**config.mk**
```make
export PLATFORM = sky130hd
export DESIGN_NAME = pipe_run_ctrl
export DESIGN_NICKNAME = d
export VERILOG_FILES = /design/src/rtl/run_ctrl_pkg.sv /design/src/rtl/btn_sync_pulse.sv /design/src/rtl/pipe_run_ctrl.sv
export SDC_FILE = /design/constraint.sdc
export NUM_CORES = 1
export LEC_CHECK = 0
export CAP_MARGIN = 15
export CORE_AREA = 2 2 102 104
export CTS_BUF_LIST = sky130_fd_sc_hd__clkbuf_8
export CTS_CLUSTER_DIAMETER = 200
export DETAILED_ROUTE_END_ITERATION = 6
export DIE_AREA = 0 0 104 106
export PLACE_DENSITY = 0.84
export SYNTH_ARGS = -nofsm -noshare
export SYNTH_HDL_FRONTEND = slang
export SYNTH_SLANG_ARGS = --single-unit
```
**constraint.sdc**
```tcl
create_clock -name clock -period 4.1 [get_ports clock]
set_input_delay 0.82 -clock clock [delete_from_list [all_inputs] [get_ports clock]]
set_output_delay 0.82 -clock clock [all_outputs]
set_load 0.02 [all_outputs]
```
**src/rtl/run_ctrl_pkg.sv**
```systemverilog
// run_ctrl_pkg: shared state encoding and mode constants for the run controller
package run_ctrl_pkg;
  typedef enum logic [1:0] {HALT = 2'd0, RUN = 2'd1, BURST = 2'd2} run_state_t;
  localparam logic [1:0] MODE_FULL  = 2'd0;
  localparam logic [1:0] MODE_SLOW  = 2'd1;
  localparam logic [1:0] MODE_STEP  = 2'd2;
  localparam logic [1:0] MODE_BURST = 2'd3;
endpackage

```
**src/rtl/btn_sync_pulse.sv**
```systemverilog
// btn_sync_pulse: synchronise, debounce and turn an active-low button press into a one-clock pulse
module btn_sync_pulse #(
  parameter int DEB_CYCLES = 500_000
) (
  input  logic clock,
  input  logic reset,
  input  logic btn_n,
  output logic press
);
  localparam int CW = $clog2(DEB_CYCLES) + 1;
  localparam logic [CW-1:0] LAST = CW'(DEB_CYCLES - 1);
  logic [1:0]    r_sync;
  logic [CW-1:0] r_cnt;
  logic          r_level;
  logic          r_prev;
  logic          r_arm;
  logic          r_press;
  logic          w_diff;
  assign w_diff = r_sync[1] != r_level;
  assign press  = r_press;
  // synchroniser starts low so a key held through reset never arms; press needs a released sample first
  always_ff @(posedge clock or posedge reset)
    if (reset) begin
      r_sync  <= 2'b00;
      r_cnt   <= '0;
      r_level <= 1'b1;
      r_prev  <= 1'b1;
      r_arm   <= 1'b0;
      r_press <= 1'b0;
    end else begin
      r_sync  <= {r_sync[0], btn_n};
      r_arm   <= r_arm | r_sync[1];
      r_prev  <= r_level;
      r_press <= r_arm & r_prev & ~r_level;
      if (!w_diff) r_cnt <= '0;
      else if (r_cnt == LAST) begin
        r_cnt   <= '0;
        r_level <= r_sync[1];
      end else r_cnt <= r_cnt + CW'(1);
    end
endmodule

```
**src/rtl/pipe_run_ctrl.sv**
```systemverilog
// pipe_run_ctrl: single-clock cpu enable generator with run, slow, step, burst, breakpoint and halt
module pipe_run_ctrl import run_ctrl_pkg::*; #(
  parameter int RUN_DIV    = 50_000_000,
  parameter int DEB_CYCLES = 500_000,
  parameter int PC_WIDTH   = 16,
  parameter int CNT_WIDTH  = 16
) (
  input  logic                 clock,
  input  logic                 reset,
  input  logic [1:0]           mode,
  input  logic                 step_btn_n,
  input  logic [CNT_WIDTH-1:0] burst_len,
  input  logic                 bp_en,
  input  logic [PC_WIDTH-1:0]  bp_addr,
  input  logic [PC_WIDTH-1:0]  pc,
  input  logic                 halt_req,
  output logic                 cpu_en,
  output logic                 running,
  output logic                 bp_hit,
  output logic [CNT_WIDTH-1:0] cycle_count,
  output logic [1:0]           state
);
  localparam int DW = $clog2(RUN_DIV);
  localparam logic [DW-1:0] DIV_LAST = DW'(RUN_DIV - 1);
  run_state_t           r_state;
  logic                 r_cpu_en;
  logic                 r_running;
  logic                 r_bp_hit;
  logic                 r_resume;
  logic [CNT_WIDTH-1:0] r_cycle_count;
  logic [CNT_WIDTH-1:0] r_burst_cnt;
  logic [DW-1:0]        r_div;
  logic [1:0]           r_mode_q;
  logic                 w_press;
  logic                 w_tick;
  logic                 w_bp;
  logic                 w_mode_chg;
  btn_sync_pulse #(.DEB_CYCLES(DEB_CYCLES)) u_btn (
    .clock (clock),
    .reset (reset),
    .btn_n (step_btn_n),
    .press (w_press)
  );
  assign w_tick      = (mode != MODE_SLOW) || (r_div == DIV_LAST);
  assign w_bp        = bp_en && (pc == bp_addr) && !r_resume;
  assign w_mode_chg  = mode != r_mode_q;
  assign cpu_en      = r_cpu_en;
  assign running     = r_running;
  assign bp_hit      = r_bp_hit;
  assign cycle_count = r_cycle_count;
  assign state       = r_state;
  // run-control FSM: priority halt_req > breakpoint > press/mode change > tick
  always_ff @(posedge clock or posedge reset)
    if (reset) begin
      r_state       <= HALT;
      r_cpu_en      <= 1'b0;
      r_running     <= 1'b0;
      r_bp_hit      <= 1'b0;
      r_resume      <= 1'b0;
      r_cycle_count <= '0;
      r_burst_cnt   <= '0;
      r_div         <= '0;
      r_mode_q      <= MODE_FULL;
    end else begin
      r_cpu_en <= 1'b0;
      r_mode_q <= mode;
      case (r_state)
        HALT: begin
          r_div <= '0;
          if (w_press && !halt_req) begin
            r_bp_hit <= 1'b0;
            r_resume <= 1'b1;
            if (mode == MODE_STEP) begin
              r_cpu_en      <= 1'b1;
              r_resume      <= 1'b0;
              r_cycle_count <= r_cycle_count + CNT_WIDTH'(1);
            end else if (mode != MODE_BURST) begin
              r_state   <= RUN;
              r_running <= 1'b1;
            end else if (burst_len != '0) begin
              r_burst_cnt <= burst_len;
              r_state     <= BURST;
              r_running   <= 1'b1;
            end
          end
        end
        RUN, BURST: begin
          r_div <= w_tick ? '0 : r_div + DW'(1);
          if (halt_req || (w_tick && w_bp) || w_press || w_mode_chg) begin
            r_state   <= HALT;
            r_running <= 1'b0;
            r_bp_hit  <= r_bp_hit | (!halt_req && w_tick && w_bp);
          end else if (w_tick) begin
            r_cpu_en      <= 1'b1;
            r_resume      <= 1'b0;
            r_cycle_count <= r_cycle_count + CNT_WIDTH'(1);
            if (r_state == BURST) begin
              r_burst_cnt <= r_burst_cnt - CNT_WIDTH'(1);
              if (r_burst_cnt == CNT_WIDTH'(1)) begin
                r_state   <= HALT;
                r_running <= 1'b0;
              end
            end
          end
        end
        default: begin
          r_state   <= HALT;
          r_running <= 1'b0;
        end
      endcase
    end
endmodule

```
==> results of run 1 <==
cells in the final DEF (no fill, tap or decap), types with 4 or more instances in the layout:
cell type,count
nand3_1,27
xor2_1,38
clkbuf_8,9
dfrtp_1,90
o22ai_1,7
a31oi_1,6
nor2b_1,4
o21ai_0,10
ha_1,9
inv_1,17
or3_1,4
nand2b_1,5
nor4_1,8
xnor2_1,35
clkdlybuf4s50_1,75
and4_1,4
a211oi_1,5
a311oi_1,7
nor2_1,70
nor3_1,13
and3_1,20
nand2_1,35
buf_4,5
a21oi_1,9
nand4_1,21
kinds of logic after synthesis:
kind of cell    after synthesis
compound gates               64
xor+xnor                     73
fa+ha+maj                     9
buf+inv                      36
flops                        92
mux                           5
simple gates                240
worst paths after layout:
path | start | endpoint | cells after the start
min in group asynchronous | reset | u_btn.r_cnt[14]$_DFF_PP0_ | 2
worst min-delay path | u_btn.r_sync[0]$_DFF_PP0_ | u_btn.r_sync[1]$_DFF_PP0_ | 0
worst max-delay path | r_div[0]$_DFFE_PP0P_ | r_burst_cnt[7]$_DFFE_PP0P_ | 8
max in group asynchronous | reset | r_burst_cnt[13]$_DFFE_PP0P_ | 3
worst min register to register | u_btn.r_sync[0]$_DFF_PP0_ | u_btn.r_sync[1]$_DFF_PP0_ | 0
worst max register to register | r_div[0]$_DFFE_PP0P_ | r_burst_cnt[7]$_DFFE_PP0P_ | 8
cell type report:
class,instances,area [µm²]
Sequential cell,92,2300
Fill cell,820,3890
Clock buffer,9,124
Clock inverter,7,65.1
Multi-Input combinational cell,391,2570
Inverter,18,68.8
Tap cell,136,170
Timing Repair Buffer,81,808
through the flow:
step | hold slack, ns | instance area (µm²)
final | 0.355 | 6110
after global routing | 0.362 | 6110
after CTS | 0.357 | 6110
after detailed placement | 0.335 | 5920
after global placement | 0.337 | 5920
after floorplan | 0.331 | 5020
power groups by stage:
stage / clock network (W) / logic, W / registers [W]
3_3_place_gp: 0 / 0.000115 / 0.000932
2_1_floorplan: 0 / 0.0000456 / 0.000932
3_5_place_dp: 0 / 0.000118 / 0.000932
4_1_cts: 0.000601 / 0.000119 / 0.000915
6_report: 0.000593 / 0.000117 / 0.000914
5_1_grt: 0.000638 / 0.000128 / 0.000915
worst max-delay path, delay by kind of cell (launching register included):
family,cells,cell delay (ns)
AO/OA/AOI/OAI,2,0.37
flip-flops,1,0.43
adder cells (fa/ha/maj),1,0.22
AND/OR/NAND/NOR,5,2.34
metal layers:
metal	vias up	GRT usage	part of all wire
li1	1994	-	-
met4	0	0.0820	0.018
met1	2037	0.280	0.44
met3	21	0.0399	0.059
met5	-	0	0
met2	167	0.353	0.49
sequential cells by signal (all words and copies together) (netlist names):
signal,cells
bp_hit,1
cpu_en,1
cycle_count,16
r_burst_cnt,16
r_div,26
r_mode_q,2
r_resume,1
running,1
state,2
u_btn.press,1
u_btn.r_arm,1
u_btn.r_cnt,20
u_btn.r_level,1
u_btn.r_prev,1
u_btn.r_sync,2
==> metrics.yaml, run 1 <==
timing:
  maxSlewHeadroom: 0.361
  hold_viol_final: 0
  post_layout_minimum_cycle_time_ns: 3.48
  rsz0062_at_grt: "no"
  skew_ns: 0.0132
  fmax_mhz: 287
  timing.final.ws_setup_ns: 0.620
  timing.setup.tns_ns: 0
  tightestPinTransition_ns: 0.951
  slew_viol_final: 0
  report.final.setup_viol: 0
  period_share: 0.849
yosys:
  fraction_of_synthesized_area_in_multiplexers: 0.0107
  post_synth_most_frequent_cells: "dfrtp_1, nor2_1, xor2_1, nand2_1, xnor2_1"
  netlist.top_cell.by_area: "dfrtp_1"
  synth_top_flop_cell: "dfrtp_1"
  synth_most_common_cell: "dfrtp_1"
  post_synth_xor_area_fraction: 0.127
  synth_sequential_area_ratio: 0.459
  synth_compound_area_frac: 0.0928
  yosys_warnings: 0
  synth_enable_flop_cells: 0
  yosysUniqueCellTypes: 59
  async_flop_share: 1.00
  ranking_of_synthesized_cells_by_area: "dfrtp_1, xor2_1, xnor2_1"
  syn-num-nets: 583
  post_synth_instance_area_um2: 5020
  postSynthCellCount: 519
  synthesis.area_per_instance_um2: 9.66
  synth_seq_cells: 92
  synth_top_family_by_area: "simple AND/OR/NAND/NOR gates"
  yosysTopAreaCellShare: 0.449
  synthAdderAreaFrac: 0.0224
  synth_simple_gate_area_frac: 0.259
detailed_routing:
  routed-via-count: 4219
  detail_route.wirelength_um: 11300
  drc_errors: 0
  wire_per_inst_um: 15.4
  detailedRoute.firstPassIterationCount: 4
  detail-route-antenna-nets: 0
  detail_route.iter0.violations: 258
  via_per_inst: 5.75
critical_path:
  timing.critical_path.from_type: "register"
  worstPathArrival_ns: 3.71
  critical_path.max_stage_delay_ns: 0.89
  crit_type: "register to register"
  cp_slowest_cell: "nor4_4"
  ff2ff_setup_slack_ns: 0.62
  critPathMostFrequentCell: "nor4_4"
  timing.critical_path.cells: "ha_1 > nand4_1 > nor4_4 > a311oi_2 > nor4_4 > nor3b_4 > and3_1 > a311oi_1"
  timing.critical_path.required_ns: 4.33
  path_max_fanout: 18
  critical_path.endpoint_type: "register"
floorplanning:
  coreArea_um2: 10000
  floorplan.die_area_um2: 11000
  placementRows: 37
  chipHeight_um: 106
  design.portCount: 76
  width_of_the_die_um: 104
  initial_utilization: 0.502
clocking:
  clkSlewWorstSetupHoldPaths_ns: 0.09
  ctsHoldBuffers: 0
  cts-root-buf: "clkbuf_8"
  numCtsBuffers: 9
  cts_tree: "done"
  cts-htree-levels: 3
  clock_latency_ns: 0.36
  clock_tree.buffer_depth: 2
  postCtsSetupRepairBufs: 0
  count_of_clock_tree_sinks: 92
  cells_resized_by_post_cts_repair: 0
power_and_ir_drop:
  clkPwrFrac: 0.365
  design_power_total_w: 0.00162
  power.switching_w: 0.000414
  share_seq_of_total_power: 0.563
  power.share.switching: 0.255
  power.share.combinational: 0.072
  cellPowerDensity_nw_per_um2: 266
  cellInternalPower_w: 0.00121
  ir_drop_mv: 0.156
  p_leak_nw: 2.48
finish:
  finish.net_count: 657
  final_standard_cell_utilization_of_the_core: 0.611
  insertedDiodeCount: 0
  drive_above_1_share: 0.0769
  area_growth_pct: 21.9
  number_of_cells_in_the_finished_layout_apart_from_fillers: 734
place:
  place.gp.congestion: 0.905
  port_buffers: 75
  place.detailed.hpwl_um: 8250
  place_worst_setup_slack_ns: 0.542
  numPlacedInstances: 718
run_status:
  status: "completed"
global_routing:
  grt-ovfl-total: 0
  initial_antenna_violation_count: 0
  grt_pass1_vias: 4239
  grt_first_pass_wirelength_um: 19600
  track_usage: 0.214
  grt_start_max_net_pins: 53
min_path:
  timing.hold.worst.class: "register to register"
job:
  max_cap_viol_count: 0
(Power assumes the default switching activity.)
==> inputs of run 2 (changes only) <==
- CORE_AREA: 2 2 102 104 -> 2 2 103 105
- DIE_AREA: 0 0 104 106 -> 0 0 105 107
- PLACE_DENSITY: 0.84 -> 0.85
- clock period: 4.1 -> 2.8 ns (I/O delays scaled with it)
==> metrics.yaml, run 2 (synthesis gave the netlist of run 1 again) <==
min_path:
  worstHoldEndpoint: "u_btn.r_sync[1]$_DFF_PP0_"
  timing.hold.worst.class: "register to register"
  hold-path-cell-count: 0
  hold_path.startpoint: "u_btn.r_sync[0]$_DFF_PP0_"
critical_path:
  timing.rr.start: "r_burst_cnt[6]$_DFFE_PP0P_"
  path_max_fanout: 5
  ff2ff_setup_slack_ns: 0.13
  startpoint: "r_burst_cnt[6]$_DFFE_PP0P_"
  crit-reg2reg-capture: "running$_DFFE_PP0P_"
  r2r_cells: 7
  critical_path.endpoint_type: "register"
  worstPathArrival_ns: 2.92
  timing.critical_path.from_type: "register"
  crit_type: "register to register"
  timing.critical_path.required_ns: 3.05
finish:
  largest_register_ffs: 26
  mostFrequentLayoutCell: "dfrtp_1"
  area_growth_pct: 26.1
  drive_above_1_share: 0.112
  finish.net_count: 682
  registers.top_by_ff_count: "r_div"
  final_cell_mix: "dfrtp_1, clkdlybuf4s50_1, nor2_1"
  reg.largest.list: "r_div (26), u_btn.r_cnt (20)"
  insertedDiodeCount: 0
timing:
  fmax_mhz: 374
  hold-worst-slack_ns: 0.354
  skew_ns: 0.0108
  timing.setup.tns_ns: 0
  post_layout_minimum_cycle_time_ns: 2.67
  maxSlewHeadroom: 0.561
  slew_viol_final: 0
  tightestPinTransition_ns: 0.658
  report.final.setup_viol: 0
  period_share: 0.955
  hold_viol_final: 0
detailed_routing:
  drc_errors: 0
  detail-route-antenna-nets: 0
  detail_route.iter0.violations: 227
  routed-via-count: 4330
  via_per_inst: 5.70
  wire_per_inst_um: 15.9
  detailedRoute.firstPassIterationCount: 6
  detail_route.wirelength_um: 12100
global_routing:
  grt_start_max_net_pins: 38
  initial_antenna_violation_count: 0
  grt_first_pass_wirelength_um: 20500
  grt_pass1_vias: 4443
  grt-ovfl-total: 0
  track_usage: 0.226
floorplanning:
  initial_utilization: 0.497
  design.portCount: 76
  width_of_the_die_um: 105
  placementRows: 37
  coreArea_um2: 10100
  floorplan.die_area_um2: 11200
  chipHeight_um: 107
clocking:
  cts_tree: "done"
  numCtsBuffers: 9
  cts-root-buf: "clkbuf_8"
  clock_latency_ns: 0.37
  clock_tree.buffer_depth: 2
  ctsHoldBuffers: 0
  cts-htree-levels: 3
  clkSlewWorstSetupHoldPaths_ns: 0.08
  count_of_clock_tree_sinks: 92
job:
  max_cap_viol_count: 0
place:
  place.gp.congestion: 0.919
  port_buffers: 75
  place.detailed.hpwl_um: 8960
power_and_ir_drop:
  ir_drop_mv: 0.349
  p_leak_nw: 2.63
  cellPowerDensity_nw_per_um2: 381
run_status:
  status: "completed"
[run 2: cell count changes in the layout (fill, tap and decap cells not counted), sizes merged]
cell    previous run  this run
clkbuf             9        10
inv               21        19
bufinv             0         1
buf                6        31
[run 2: final cells by class]
cell class / count / area [µm²]
clock buffer: 10 / 138
clock inverter: 6 / 56.3
fill: 833 / 3770
inverter: 18 / 71.3
multi-input combinational: 391 / 2580
sequential: 92 / 2300
tap: 136 / 170
timing repair buffer: 106 / 1010
[run 2: how the worst max path moves through the flow]
stage,cells past startpoint,end
floorplan,7,running$_DFFE_PP0P_
global placement,9,r_burst_cnt[13]$_DFFE_PP0P_
detailed placement,9,r_burst_cnt[13]$_DFFE_PP0P_
CTS,9,r_burst_cnt[7]$_DFFE_PP0P_
global route,11,r_burst_cnt[4]$_DFFE_PP0P_
finish,7,running$_DFFE_PP0P_
[run 2: report_power, final]
group | leakage (nW) | internal (W) | switching (W)
registers | 1.24 | 0.00133 | 0.00000491
logic | 1.28 | 0.000101 | 0.0000826
clock network | 0.109 | 0.000429 | 0.000459
[run 2: timing repair]
item | in CTS | in global routing
setup buffers | 0 | 3
endpoints found under the setup margin | 0 | 23
resized for setup | 0 | 1
[run 2: worst max-delay path, stage by stage (launching register included)]
cell     delay, ns
dfrtp_1       0.44
or3_4         0.41
or3_1         0.35
or4_4         0.46
nor3_1        0.16
nand4_1       0.17
a31oi_4       0.25
mux2_1        0.33
[run 2: routing by layer]
layer / track usage / up-vias / wire [µm]
li1: - / 2029 / -
met5: 0 / - / 0
met4: 0.0848 / 0 / 281
met3: 0.0474 / 36 / 723
met2: 0.407 / 153 / 6220
met1: 0.266 / 2112 / 4860
[run 2: metrics by stage]
step	area, µm²	setup WS [ns]	utilization	std cells	power, W
after floorplan	5020	0.117	-	519	0.00143
after global routing	6330	-0.00568	0.627	759	0.00250
after CTS	6300	0.0168	0.624	756	0.00242
final	6330	0.126	0.627	759	0.00241
after global placement	6100	0.0315	0.605	740	0.00154
after detailed placement	6100	-0.0905	0.605	740	0.00155
